`src/rtl/mem_bus_arbiter_pkg.sv`:
```
// mem_bus_arbiter_pkg
//   Shared definitions for the memory-port arbiter: bus command encodings,
//   memory tag width and the owner encoding used by the tag owner table.
package mem_bus_arbiter_pkg;

   localparam int MEM_TAG_BITS = 4;
   localparam int NUM_TAGS     = 1 << MEM_TAG_BITS;

   typedef enum logic [1:0] {
      BUS_NONE  = 2'h0,
      BUS_LOAD  = 2'h1,
      BUS_STORE = 2'h2
   } bus_cmd_e;

   typedef enum logic {
      OWNER_ICACHE = 1'b0,
      OWNER_DCACHE = 1'b1
   } owner_e;

   typedef logic [MEM_TAG_BITS-1:0] mem_tag_t;

   // Any command other than BUS_NONE counts as a request.
   function automatic logic is_request(input logic [1:0] cmd);
      return cmd != BUS_NONE;
   endfunction

endpackage

```
`src/rtl/mem_bus_arbiter_if.sv`:
```
// mem_bus_arbiter_if
//   Bundles the cache-side request/response signals and the memory-side
//   command/response signals around the arbiter.
//   slave  : the arbiter's view (takes requests and memory replies, drives
//            the memory command and the per-cache replies).
//   master : the surrounding caches/memory view (the opposite directions).
interface mem_bus_arbiter_if;

   // icache controller -> arbiter
   logic [1:0]  Icache2mem_command;
   logic [63:0] Icache2mem_addr;
   // dcache controller -> arbiter
   logic [1:0]  Dcache2Dmem_command;
   logic [63:0] Dcache2Dmem_addr;
   logic [63:0] Dcache2Dmem_data;
   // memory -> arbiter
   logic [mem_bus_arbiter_pkg::MEM_TAG_BITS-1:0] mem2proc_response;
   logic [mem_bus_arbiter_pkg::MEM_TAG_BITS-1:0] mem2proc_tag;
   logic [63:0] mem2proc_data;
   // arbiter -> memory
   logic [1:0]  proc2mem_command;
   logic [63:0] proc2mem_addr;
   logic [63:0] proc2mem_data;
   // arbiter -> icache
   logic [mem_bus_arbiter_pkg::MEM_TAG_BITS-1:0] Imem2Icache_response;
   logic [mem_bus_arbiter_pkg::MEM_TAG_BITS-1:0] Imem2Icache_tag;
   logic [63:0] Imem2Icache_data;
   // arbiter -> dcache
   logic [mem_bus_arbiter_pkg::MEM_TAG_BITS-1:0] Dmem2Dcache_response;
   logic [mem_bus_arbiter_pkg::MEM_TAG_BITS-1:0] Dmem2Dcache_tag;
   logic [63:0] Dmem2Dcache_data;
   // completion arrived with no recorded owner
   logic        orphan_tag;

   modport slave (
      input  Icache2mem_command, Icache2mem_addr,
      input  Dcache2Dmem_command, Dcache2Dmem_addr, Dcache2Dmem_data,
      input  mem2proc_response, mem2proc_tag, mem2proc_data,
      output proc2mem_command, proc2mem_addr, proc2mem_data,
      output Imem2Icache_response, Imem2Icache_tag, Imem2Icache_data,
      output Dmem2Dcache_response, Dmem2Dcache_tag, Dmem2Dcache_data,
      output orphan_tag
   );

   modport master (
      output Icache2mem_command, Icache2mem_addr,
      output Dcache2Dmem_command, Dcache2Dmem_addr, Dcache2Dmem_data,
      output mem2proc_response, mem2proc_tag, mem2proc_data,
      input  proc2mem_command, proc2mem_addr, proc2mem_data,
      input  Imem2Icache_response, Imem2Icache_tag, Imem2Icache_data,
      input  Dmem2Dcache_response, Dmem2Dcache_tag, Dmem2Dcache_data,
      input  orphan_tag
   );

endinterface

```
`src/rtl/mem_tag_owner_table.sv`:
```
// mem_tag_owner_table
//   Records which cache owns each outstanding memory tag.
//   Ports:
//     clock, reset       : clock and synchronous active-high reset
//     set_en_i/_tag_i/
//     set_owner_i        : mark an entry valid with the given owner
//     clr_en_i/clr_tag_i : invalidate an entry
//     lookup_tag_i       : combinational lookup address
//     lookup_valid_o/
//     lookup_owner_o     : contents of the looked-up entry (pre-update)
//   Tag 0 means "no tag" on the memory bus, so entry 0 is never written.
module mem_tag_owner_table
   import mem_bus_arbiter_pkg::*;
(
   input  logic     clock,
   input  logic     reset,
   input  logic     set_en_i,
   input  mem_tag_t set_tag_i,
   input  owner_e   set_owner_i,
   input  logic     clr_en_i,
   input  mem_tag_t clr_tag_i,
   input  mem_tag_t lookup_tag_i,
   output logic     lookup_valid_o,
   output owner_e   lookup_owner_o
);

   logic [NUM_TAGS-1:0] valid_q, valid_d;
   logic [NUM_TAGS-1:0] owner_q, owner_d;

   // Clear is applied first so a same-cycle set of the same tag wins.
   always_comb begin
      valid_d = valid_q;
      owner_d = owner_q;
      if (clr_en_i && (clr_tag_i != '0)) begin
         valid_d[clr_tag_i] = 1'b0;
      end
      if (set_en_i && (set_tag_i != '0)) begin
         valid_d[set_tag_i] = 1'b1;
         owner_d[set_tag_i] = set_owner_i;
      end
   end

   always_ff @(posedge clock) begin
      if (reset) begin
         valid_q <= '0;
         owner_q <= '0;
      end else begin
         valid_q <= valid_d;
         owner_q <= owner_d;
      end
   end

   always_comb begin
      lookup_valid_o = valid_q[lookup_tag_i];
      lookup_owner_o = owner_e'(owner_q[lookup_tag_i]);
   end

endmodule

```
`src/rtl/mem_bus_arbiter.sv`:
```
// mem_bus_arbiter
//   Shares the single main-memory port between the icache and dcache
//   controllers. Grants at most one requester per cycle (dcache preferred,
//   icache forced through after STARVE_LIMIT denied cycles), returns the
//   memory accept tag to the granted requester only, and routes later
//   completions to whichever cache owns the tag.
//   Ports:
//     clock : system clock
//     reset : synchronous active-high reset
//     bus   : all request/response/completion signals (slave modport)
//             including the orphan_tag pulse
module mem_bus_arbiter
   import mem_bus_arbiter_pkg::*;
#(
   parameter int STARVE_LIMIT = 4
) (
   input logic              clock,
   input logic              reset,
   mem_bus_arbiter_if.slave bus
);

   localparam int CNT_W = $clog2(STARVE_LIMIT + 1);
   localparam logic [CNT_W-1:0] STARVE_MAX = CNT_W'(STARVE_LIMIT);

   logic [CNT_W-1:0] starve_cnt_q, starve_cnt_d;

   logic   icache_req;
   logic   dcache_req;
   logic   grant_icache;
   logic   grant_dcache;
   logic   mem_accept;
   logic   tbl_set_en;
   owner_e tbl_set_owner;
   logic   cpl_valid;
   owner_e cpl_owner;
   logic   cpl_hit;

   // ---------------------------------------------------------------
   // Grant
   // ---------------------------------------------------------------
   always_comb begin
      icache_req   = is_request(bus.Icache2mem_command);
      dcache_req   = is_request(bus.Dcache2Dmem_command);
      // The icache only beats a competing dcache once it has starved.
      grant_icache = icache_req && (!dcache_req || (starve_cnt_q == STARVE_MAX));
      grant_dcache = dcache_req && !grant_icache;
      mem_accept   = bus.mem2proc_response != '0;
   end

   always_comb begin
      bus.proc2mem_command = BUS_NONE;
      bus.proc2mem_addr    = '0;
      bus.proc2mem_data    = '0;
      if (grant_dcache) begin
         bus.proc2mem_command = bus.Dcache2Dmem_command;
         bus.proc2mem_addr    = bus.Dcache2Dmem_addr;
         if (bus.Dcache2Dmem_command == BUS_STORE) begin
            bus.proc2mem_data = bus.Dcache2Dmem_data;
         end
      end else if (grant_icache) begin
         bus.proc2mem_command = bus.Icache2mem_command;
         bus.proc2mem_addr    = bus.Icache2mem_addr;
      end
   end

   // ---------------------------------------------------------------
   // Accept routing: the loser sees 0 and keeps its request up.
   // ---------------------------------------------------------------
   always_comb begin
      bus.Imem2Icache_response = grant_icache ? bus.mem2proc_response : '0;
      bus.Dmem2Dcache_response = grant_dcache ? bus.mem2proc_response : '0;
   end

   // ---------------------------------------------------------------
   // Owner table
   // ---------------------------------------------------------------
   always_comb begin
      tbl_set_en    = (grant_icache || grant_dcache) && mem_accept;
      tbl_set_owner = grant_dcache ? OWNER_DCACHE : OWNER_ICACHE;
   end

   mem_tag_owner_table u_owner_table (
      .clock          (clock),
      .reset          (reset),
      .set_en_i       (tbl_set_en),
      .set_tag_i      (bus.mem2proc_response),
      .set_owner_i    (tbl_set_owner),
      .clr_en_i       (cpl_hit),
      .clr_tag_i      (bus.mem2proc_tag),
      .lookup_tag_i   (bus.mem2proc_tag),
      .lookup_valid_o (cpl_valid),
      .lookup_owner_o (cpl_owner)
   );

   // ---------------------------------------------------------------
   // Completion routing
   // ---------------------------------------------------------------
   always_comb begin
      cpl_hit              = (bus.mem2proc_tag != '0) && cpl_valid;
      bus.orphan_tag       = (bus.mem2proc_tag != '0) && !cpl_valid;
      bus.Imem2Icache_tag  = '0;
      bus.Imem2Icache_data = '0;
      bus.Dmem2Dcache_tag  = '0;
      bus.Dmem2Dcache_data = '0;
      if (cpl_hit) begin
         if (cpl_owner == OWNER_DCACHE) begin
            bus.Dmem2Dcache_tag  = bus.mem2proc_tag;
            bus.Dmem2Dcache_data = bus.mem2proc_data;
         end else begin
            bus.Imem2Icache_tag  = bus.mem2proc_tag;
            bus.Imem2Icache_data = bus.mem2proc_data;
         end
      end
   end

   // ---------------------------------------------------------------
   // Starvation counter: counts icache cycles that did not end in an
   // accepted grant; any idle icache cycle restarts the count.
   // ---------------------------------------------------------------
   always_comb begin
      starve_cnt_d = starve_cnt_q;
      if (!icache_req) begin
         starve_cnt_d = '0;
      end else if (grant_icache && mem_accept) begin
         starve_cnt_d = '0;
      end else if (starve_cnt_q != STARVE_MAX) begin
         starve_cnt_d = starve_cnt_q + 1'b1;
      end
   end

   always_ff @(posedge clock) begin
      if (reset) begin
         starve_cnt_q <= '0;
      end else begin
         starve_cnt_q <= starve_cnt_d;
      end
   end

endmodule

```
`src/flat_wrapper.sv`:
```
// flat-port wrapper written by rule: the top's interface ports become plain ports
module mem_bus_arbiter_flat import mem_bus_arbiter_pkg::*;
#(
   parameter int STARVE_LIMIT = 4
)
  (clock, reset, bus_Icache2mem_command, bus_Icache2mem_addr, bus_Dcache2Dmem_command, bus_Dcache2Dmem_addr, bus_Dcache2Dmem_data, bus_mem2proc_response, bus_mem2proc_tag, bus_mem2proc_data, bus_proc2mem_command, bus_proc2mem_addr, bus_proc2mem_data, bus_Imem2Icache_response, bus_Imem2Icache_tag, bus_Imem2Icache_data, bus_Dmem2Dcache_response, bus_Dmem2Dcache_tag, bus_Dmem2Dcache_data, bus_orphan_tag);
  mem_bus_arbiter_if bus_i ();
  input logic clock;
  input logic reset;
  input wire logic [$bits(bus_i.Icache2mem_command)-1:0] bus_Icache2mem_command;
  input wire logic [$bits(bus_i.Icache2mem_addr)-1:0] bus_Icache2mem_addr;
  input wire logic [$bits(bus_i.Dcache2Dmem_command)-1:0] bus_Dcache2Dmem_command;
  input wire logic [$bits(bus_i.Dcache2Dmem_addr)-1:0] bus_Dcache2Dmem_addr;
  input wire logic [$bits(bus_i.Dcache2Dmem_data)-1:0] bus_Dcache2Dmem_data;
  input wire logic [$bits(bus_i.mem2proc_response)-1:0] bus_mem2proc_response;
  input wire logic [$bits(bus_i.mem2proc_tag)-1:0] bus_mem2proc_tag;
  input wire logic [$bits(bus_i.mem2proc_data)-1:0] bus_mem2proc_data;
  output wire logic [$bits(bus_i.proc2mem_command)-1:0] bus_proc2mem_command;
  output wire logic [$bits(bus_i.proc2mem_addr)-1:0] bus_proc2mem_addr;
  output wire logic [$bits(bus_i.proc2mem_data)-1:0] bus_proc2mem_data;
  output wire logic [$bits(bus_i.Imem2Icache_response)-1:0] bus_Imem2Icache_response;
  output wire logic [$bits(bus_i.Imem2Icache_tag)-1:0] bus_Imem2Icache_tag;
  output wire logic [$bits(bus_i.Imem2Icache_data)-1:0] bus_Imem2Icache_data;
  output wire logic [$bits(bus_i.Dmem2Dcache_response)-1:0] bus_Dmem2Dcache_response;
  output wire logic [$bits(bus_i.Dmem2Dcache_tag)-1:0] bus_Dmem2Dcache_tag;
  output wire logic [$bits(bus_i.Dmem2Dcache_data)-1:0] bus_Dmem2Dcache_data;
  output wire logic [$bits(bus_i.orphan_tag)-1:0] bus_orphan_tag;
  assign bus_i.Icache2mem_command = bus_Icache2mem_command;
  assign bus_i.Icache2mem_addr = bus_Icache2mem_addr;
  assign bus_i.Dcache2Dmem_command = bus_Dcache2Dmem_command;
  assign bus_i.Dcache2Dmem_addr = bus_Dcache2Dmem_addr;
  assign bus_i.Dcache2Dmem_data = bus_Dcache2Dmem_data;
  assign bus_i.mem2proc_response = bus_mem2proc_response;
  assign bus_i.mem2proc_tag = bus_mem2proc_tag;
  assign bus_i.mem2proc_data = bus_mem2proc_data;
  assign bus_proc2mem_command = bus_i.proc2mem_command;
  assign bus_proc2mem_addr = bus_i.proc2mem_addr;
  assign bus_proc2mem_data = bus_i.proc2mem_data;
  assign bus_Imem2Icache_response = bus_i.Imem2Icache_response;
  assign bus_Imem2Icache_tag = bus_i.Imem2Icache_tag;
  assign bus_Imem2Icache_data = bus_i.Imem2Icache_data;
  assign bus_Dmem2Dcache_response = bus_i.Dmem2Dcache_response;
  assign bus_Dmem2Dcache_tag = bus_i.Dmem2Dcache_tag;
  assign bus_Dmem2Dcache_data = bus_i.Dmem2Dcache_data;
  assign bus_orphan_tag = bus_i.orphan_tag;
  mem_bus_arbiter #(.STARVE_LIMIT(STARVE_LIMIT)) u_core (.clock(clock), .reset(reset), .bus(bus_i));
endmodule
```
`config.mk`:
```
export PLATFORM = sky130hd
export DESIGN_NAME = mem_bus_arbiter_flat
export DESIGN_NICKNAME = d
export VERILOG_FILES = /design/src/rtl/mem_bus_arbiter_pkg.sv /design/src/rtl/mem_bus_arbiter_if.sv /design/src/rtl/mem_tag_owner_table.sv /design/src/rtl/mem_bus_arbiter.sv /design/src/flat_wrapper.sv
export SDC_FILE = /design/constraint.sdc
export NUM_CORES = 1
export LEC_CHECK = 0
export ABC_AREA = 0
export CORE_AREA = 4 4 207 209
export DETAILED_ROUTE_END_ITERATION = 8
export DIE_AREA = 0 0 211 213
export GPL_ROUTABILITY_DRIVEN = 1
export MAX_ROUTING_LAYER = met4
export SYNTH_ARGS = -nofsm -noshare
export SYNTH_HDL_FRONTEND = slang
export SYNTH_SLANG_ARGS = --single-unit
```
`constraint.sdc`:
```
create_clock -name clock -period 6.45 [get_ports clock]
set_clock_uncertainty 0.1 [all_clocks]
set_input_delay 0.645 -clock clock [delete_from_list [all_inputs] [get_ports clock]]
set_output_delay 0.645 -clock clock [all_outputs]
set_load 0.005 [all_outputs]
```
== Yosys cells after proc, flatten, opt, wreduce, memory -nomap -nowiden ==
Index checks and enable logic that the tools add are counted.

* Memories kept: 0
* Word-level logic and storage cells: 63
* Output and inout bits: 275
* Bits of input ports: 270
* Bits in read-only memories: 0
* RAM bits: 0
* Register bits after elaboration: 35
* Latch bits: 0

* Equality and inequality tests: 3
* Divide/modulo/power cells: 0
* Mux-type cells: 28
* Bitwise logic cells: 4
* $lt $le $gt $ge: 4
* Shift operators: 0
* Reduce and logical (&&, ||, !) cells: 20
* Add/sub/neg operators: 1
* $mul: 0

{| class="wikitable"
|+ Operators with widths
! kind !! number
|-
| 2-to-1 mux 64 bit || 8
|-
| 2-to-1 mux 16 bit || 2
|-
| 2-to-1 mux 4 bit || 6
|-
| AND 16 bit || 1
|-
| bitwise mux 16 bit || 1
|-
| inverter 16 bit || 1
|-
| bitwise OR 16 bit || 1
|-
| logical AND 1 bit || 10
|-
| less-than comparator 4 x 5 -> 1 bit, second input constant || 2
|-
| binary-select mux 1 bit (select 4 bit) || 2
|-
| demux 1 bit (select 4 bit) || 2
|-
| >= comparator 4 x 1 -> 1 bit, second input constant || 2
|-
| nonzero test 4 bit || 2
|-
| 2-to-1 mux 1 bit || 5
|-
| 2-to-1 mux 2 bit || 2
|-
| nonzero test 2 bit || 2
|-
| adder 3 x 1 -> 3 bit, second input constant || 1
|-
| equality test 3 bit, second input constant || 1
|-
| logical NOT 1 bit || 3
|-
| inequality test 3 bit, second input constant || 1
|-
| OR reduction 3 bit || 1
|-
| equality test 2 bit, second input constant || 1
|-
| logical OR 1 bit || 2
|-
| inverter 1 bit || 1
|}

== Longest topological paths before layout ==
* Depth after elaboration: 10
* Gate-level depth with buffers: 9
* Depth with buffers taken out: 6

== Hierarchy ==
Synthesis repeated with hierarchy kept, for this count alone.

* Cell total of the unflattened synthesis: 535
* Area total of the unflattened synthesis: 3962.6 µm²

{| class="wikitable"
|+ By module, submodules not included
! module !! times used !! area an instance (µm²) !! cells an instance !! sequential area each (µm²)
|-
| mem_bus_arbiter || 1 || 2377.3 || 353 || 60.1
|-
| mem_tag_owner_table || 1 || 1585.3 || 182 || 640.6
|}

== Worst setup path before layout ==
No wires, ideal clock.

* Path type: input port to output port
* Start point: input port bus_mem2proc_tag[0]
* End point: output port bus_Dmem2Dcache_data[36]
* Cell stages on the path: 9
* Data arrival time: 2.204 ns
* Path slack: 3.501 ns
* Cell sequence: buf_6 -> buf_6 -> mux4_2 -> a22oi_2 -> and3_1 -> buf_4 -> buf_6 -> buf_6 -> nor3_1

* Longest elaborated chain between the ends: 4

{| class="wikitable"
|+ Ends and longest elaborated chain
! what !! RTL line !! source
|-
| from (decl) || flat_wrapper.sv:16 || <nowiki>input wire logic [$bits(bus_i.mem2proc_tag)-1:0] bus_mem2proc_tag;</nowiki>
|-
| binary-select mux 1 bit (select 4 bit), on equally long branches || mem_tag_owner_table.sv:55, mem_tag_owner_table.sv:54 ||
|-
| 2-to-1 mux 1 bit, on equally long branches || mem_tag_owner_table.sv:55, mem_tag_owner_table.sv:54 ||
|-
| 2-to-1 mux 64 bit / logical AND 1 bit (equally long branches) || mem_bus_arbiter.sv:106, mem_bus_arbiter.sv:99 ||
|-
| 2-to-1 mux 64 bit * || mem_bus_arbiter.sv:105 || <nowiki>if (cpl_hit) begin</nowiki>
|-
| to (decl) || flat_wrapper.sv:26 || <nowiki>output wire logic [$bits(bus_i.Dmem2Dcache_data)-1:0] bus_Dmem2Dcache_data;</nowiki>
|}

Every way passes the cells marked *; elsewhere a longest branch is shown, timed or not. The select of a mux whose other input is x is not followed.

== Worst setup path in the final report ==
* Start point: input port bus_mem2proc_tag[0]
* End point: output port bus_Imem2Icache_tag[0]

* Longest elaborated chain between the ends: 4

{| class="wikitable"
|+ Ends and longest elaborated chain
! what !! RTL line !! source
|-
| binary-select mux 1 bit (select 4 bit), on equally long branches || mem_tag_owner_table.sv:55, mem_tag_owner_table.sv:54 ||
|-
| 2-to-1 mux 1 bit, on equally long branches || mem_tag_owner_table.sv:55, mem_tag_owner_table.sv:54 ||
|-
| 2-to-1 mux 4 bit / logical AND 1 bit (equally long branches) || mem_bus_arbiter.sv:106, mem_bus_arbiter.sv:99 ||
|-
| 2-to-1 mux 4 bit * || mem_bus_arbiter.sv:105 ||
|-
| to (decl) || flat_wrapper.sv:22 || <nowiki>output wire logic [$bits(bus_i.Imem2Icache_tag)-1:0] bus_Imem2Icache_tag;</nowiki>
|}

Marked as above.

==> results.cfg <==
[logic_synthesis]
async_reset_ff_share_pct = 0
synth_compound_area_share_pct = 21.54
synth_fa_ha_area_share_pct = 0.6215
ys_ff_latch = 35
ys_types = 38
synth_top_family_by_area = simple AND/OR/NAND/NOR gates
postSynthCellCount = 599
synth_simple_gate_area_share_pct = 44.78
yosys_warnings = 0
synth.top_cell.area_share_pct = 17.40
muxShareOfSynthArea_pct = 6.712
synth_edf_count = 0
syn_area_sq_um = 4026
yosys-top-cells-area = dfxtp_1, nor3_1, a22o_1
avgSynthCellArea_sq_um = 6.722
yosysSeqAreaShare_pct = 17.40
synth_xor_area_share_pct = 0.2175
synth_top_area_cell = dfxtp_1
synthFlopType = dfxtp_1
synth_nets = 871

[floorplan]
ios = 545
initial_utilization_pct = 9.861
die_height_um = 213
core_area_sq_um = 40830
dieArea_sq_um = 44940
die_w_um = 211
fp-row-count = 74

[critical_path]
crit_type = in2out
worstPathCellList = clkdlybuf4s50_1 > mux4_2 > a22oi_2 > and3_4 > buf_4 > nor3b_1 > clkdlybuf4s50_1
cp-end-kind = output pin
slowest_delay_ns = 0.97
critPathRequiredTime_ns = 5.70
slowest_stage = clkdlybuf4s50_1
critical_path.most_common_cell = clkdlybuf4s50_1
arrival_ns = 4.15
crit_path_start_kind = input pin
critPathMaxFanout = 52

[layout]
areaGrowthSynthToFinish_pct = 151.6
nets = 1367
drive_gt1_share_pct = 3.650
final_common_cell = clkdlybuf4s50_1
n_fill_cell = 4511
layout_common_cells = clkdlybuf4s50_1, nor3_1, nand2_1
final_cells = 1636

[sta]
setup-violations-final = 0
maxSlewHeadroom_pct = 40.96
maxSlewViolCount = 0
finalHoldViolCount = 0
max_freq_ghz = 0.2042
period_needed_ns = 4.896
fin_crit_sh_pct = 75.91
worst_pin_slew_ns = 0.8741
rsz0062_at_grt = false
setup_tns_ns = 0

[cts]
root_buffer = clkbuf_16
cts.sinks = 35
clk_latency_ns = 0.28
postCtsSetupBuffers = 0
cts.htree.levels = 2
clockBufferDepth = 2
post_cts_resized = 0
cts_tree = done
cts_buffers = 5
clk_pin_slew_ns = 0.05
holdBufCountCts = 0

[place]
dp_cells = 1620
dpl.hpwl_mm = 30.03
port_buffers = 544
gp_congestion = 0.8735

[power_and_ir_drop]
p_leak_nw = 3.634
power.density_nw_per_um2 = 101.4
vdd_ir_drop_max_mv = 0.08441

[routing]
wl_per_cell_um = 20.58
drt_iter0_drc = 319
drc = 0
viasPerCell = 4.017
wl_mm = 33.68
dr_total_vias = 6571
ant_nets = 0
first_pass_iters = 4

[flow_run]
max-cap-violations = 0

[global_routing]
overflow = 0
antenna_found_initial = 13
grt_pass1_wl_mm = 45.69
grt_max_degree = 69
grt_usage_pct = 14.10
grt_pass1_vias = 6621

[status]
outcome = complete, no violations

[min_path]
hp-class = reg2reg
## routing by layer
metal	global-route usage, %	vias to the layer above	routed length [um]
li1	-	3152	-
met1	13.85	3021	11510
met2	28.09	365	18500
met3	2.806	33	2763
met4	3.622	0	898
met5	-	-	0
## synthesized netlist by cell type, drive strengths merged (2+ instances only)
master,count
mux4,8
buf,23
or2,3
nor2b,6
nand4,3
mux2i,9
nor3b,7
ha,2
o41ai,2
nor2,20
inv,3
o21ai,15
clkbuf,46
nor3,131
nand2,85
a22o,64
and2,75
nand2b,8
nand3,13
dfxtp,35
a21oi,24
o31ai,4
## cell families after synthesis
logic type | Yosys count
simple gates | 356
compound gates | 116
buf+inv | 72
flops | 35
mux | 17
fa+ha+maj | 2
xor+xnor | 1
## worst max-delay path: cells and delay by family
kind | cells | cell delay (ns)
compound gates | 1 | 0.25
mux | 1 | 0.60
buf+inv | 3 | 1.90
simple gates | 2 | 0.73
## power breakdown
part | internal [mW] | total, mW | switching, mW
sequential | 0.223 | 0.227 | 0.00382
combinational | 0.315 | 0.530 | 0.215
clock | 0.182 | 0.270 | 0.0883
## cell type report
cell class | instances | area [sq um] | area share (%)
repair buffers | 558 | 5563 | 54.91
inverters | 3 | 11.26 | 0.1112
flip-flops and latches | 35 | 700.7 | 6.916
multi-input cells | 492 | 3002 | 29.63
clock inverters | 3 | 43.79 | 0.4323
clock buffers | 5 | 125.1 | 1.235
well taps | 532 | 665.6 | 6.570
diodes | 8 | 20.02 | 0.1976
## flip-flops by register name (all words and copies together) (netlist names)
| signal | count |
|---|---|
| u_core.u_owner_table.owner_q | 16 |
| u_core.u_owner_table.valid_q | 16 |
| u_core.starve_cnt_q | 3 |
## path summary, 6_finish.rpt
| check | startpoint | endpoint | slack [ns] | cells after the start |
|---|---|---|---|---|
| max | bus_mem2proc_tag[0] | bus_Imem2Icache_tag[0] | 1.55 | 7 |
| min | u_core.u_owner_table.owner_q[8]$_SDFFE_PP0P_ | u_core.u_owner_table.owner_q[8]$_SDFFE_PP0P_ | 0.36 | 2 |
| max reg2reg | u_core.starve_cnt_q[0]$_SDFFE_PP0P_ | u_core.starve_cnt_q[2]$_SDFFE_PP0P_ | 4.36 | 6 |
| min reg2reg | u_core.u_owner_table.owner_q[8]$_SDFFE_PP0P_ | u_core.u_owner_table.owner_q[8]$_SDFFE_PP0P_ | 0.36 | 2 |
## stage by stage
stage	area, sq um	power (mW)	setup WS (ns)	hold slack, ns	utilization [%]
after floorplan	4026	0.3920	3.501	0.3332	-
after global placement	9942	0.7692	1.447	0.3461	24.35
after detailed placement	9942	0.7731	1.422	0.3493	24.35
after CTS	10110	1.045	1.412	0.3565	24.76
after global routing	10130	1.077	1.223	0.3789	24.81
final	10130	1.027	1.554	0.3559	24.81
Power figures use the tool's default switching activity.
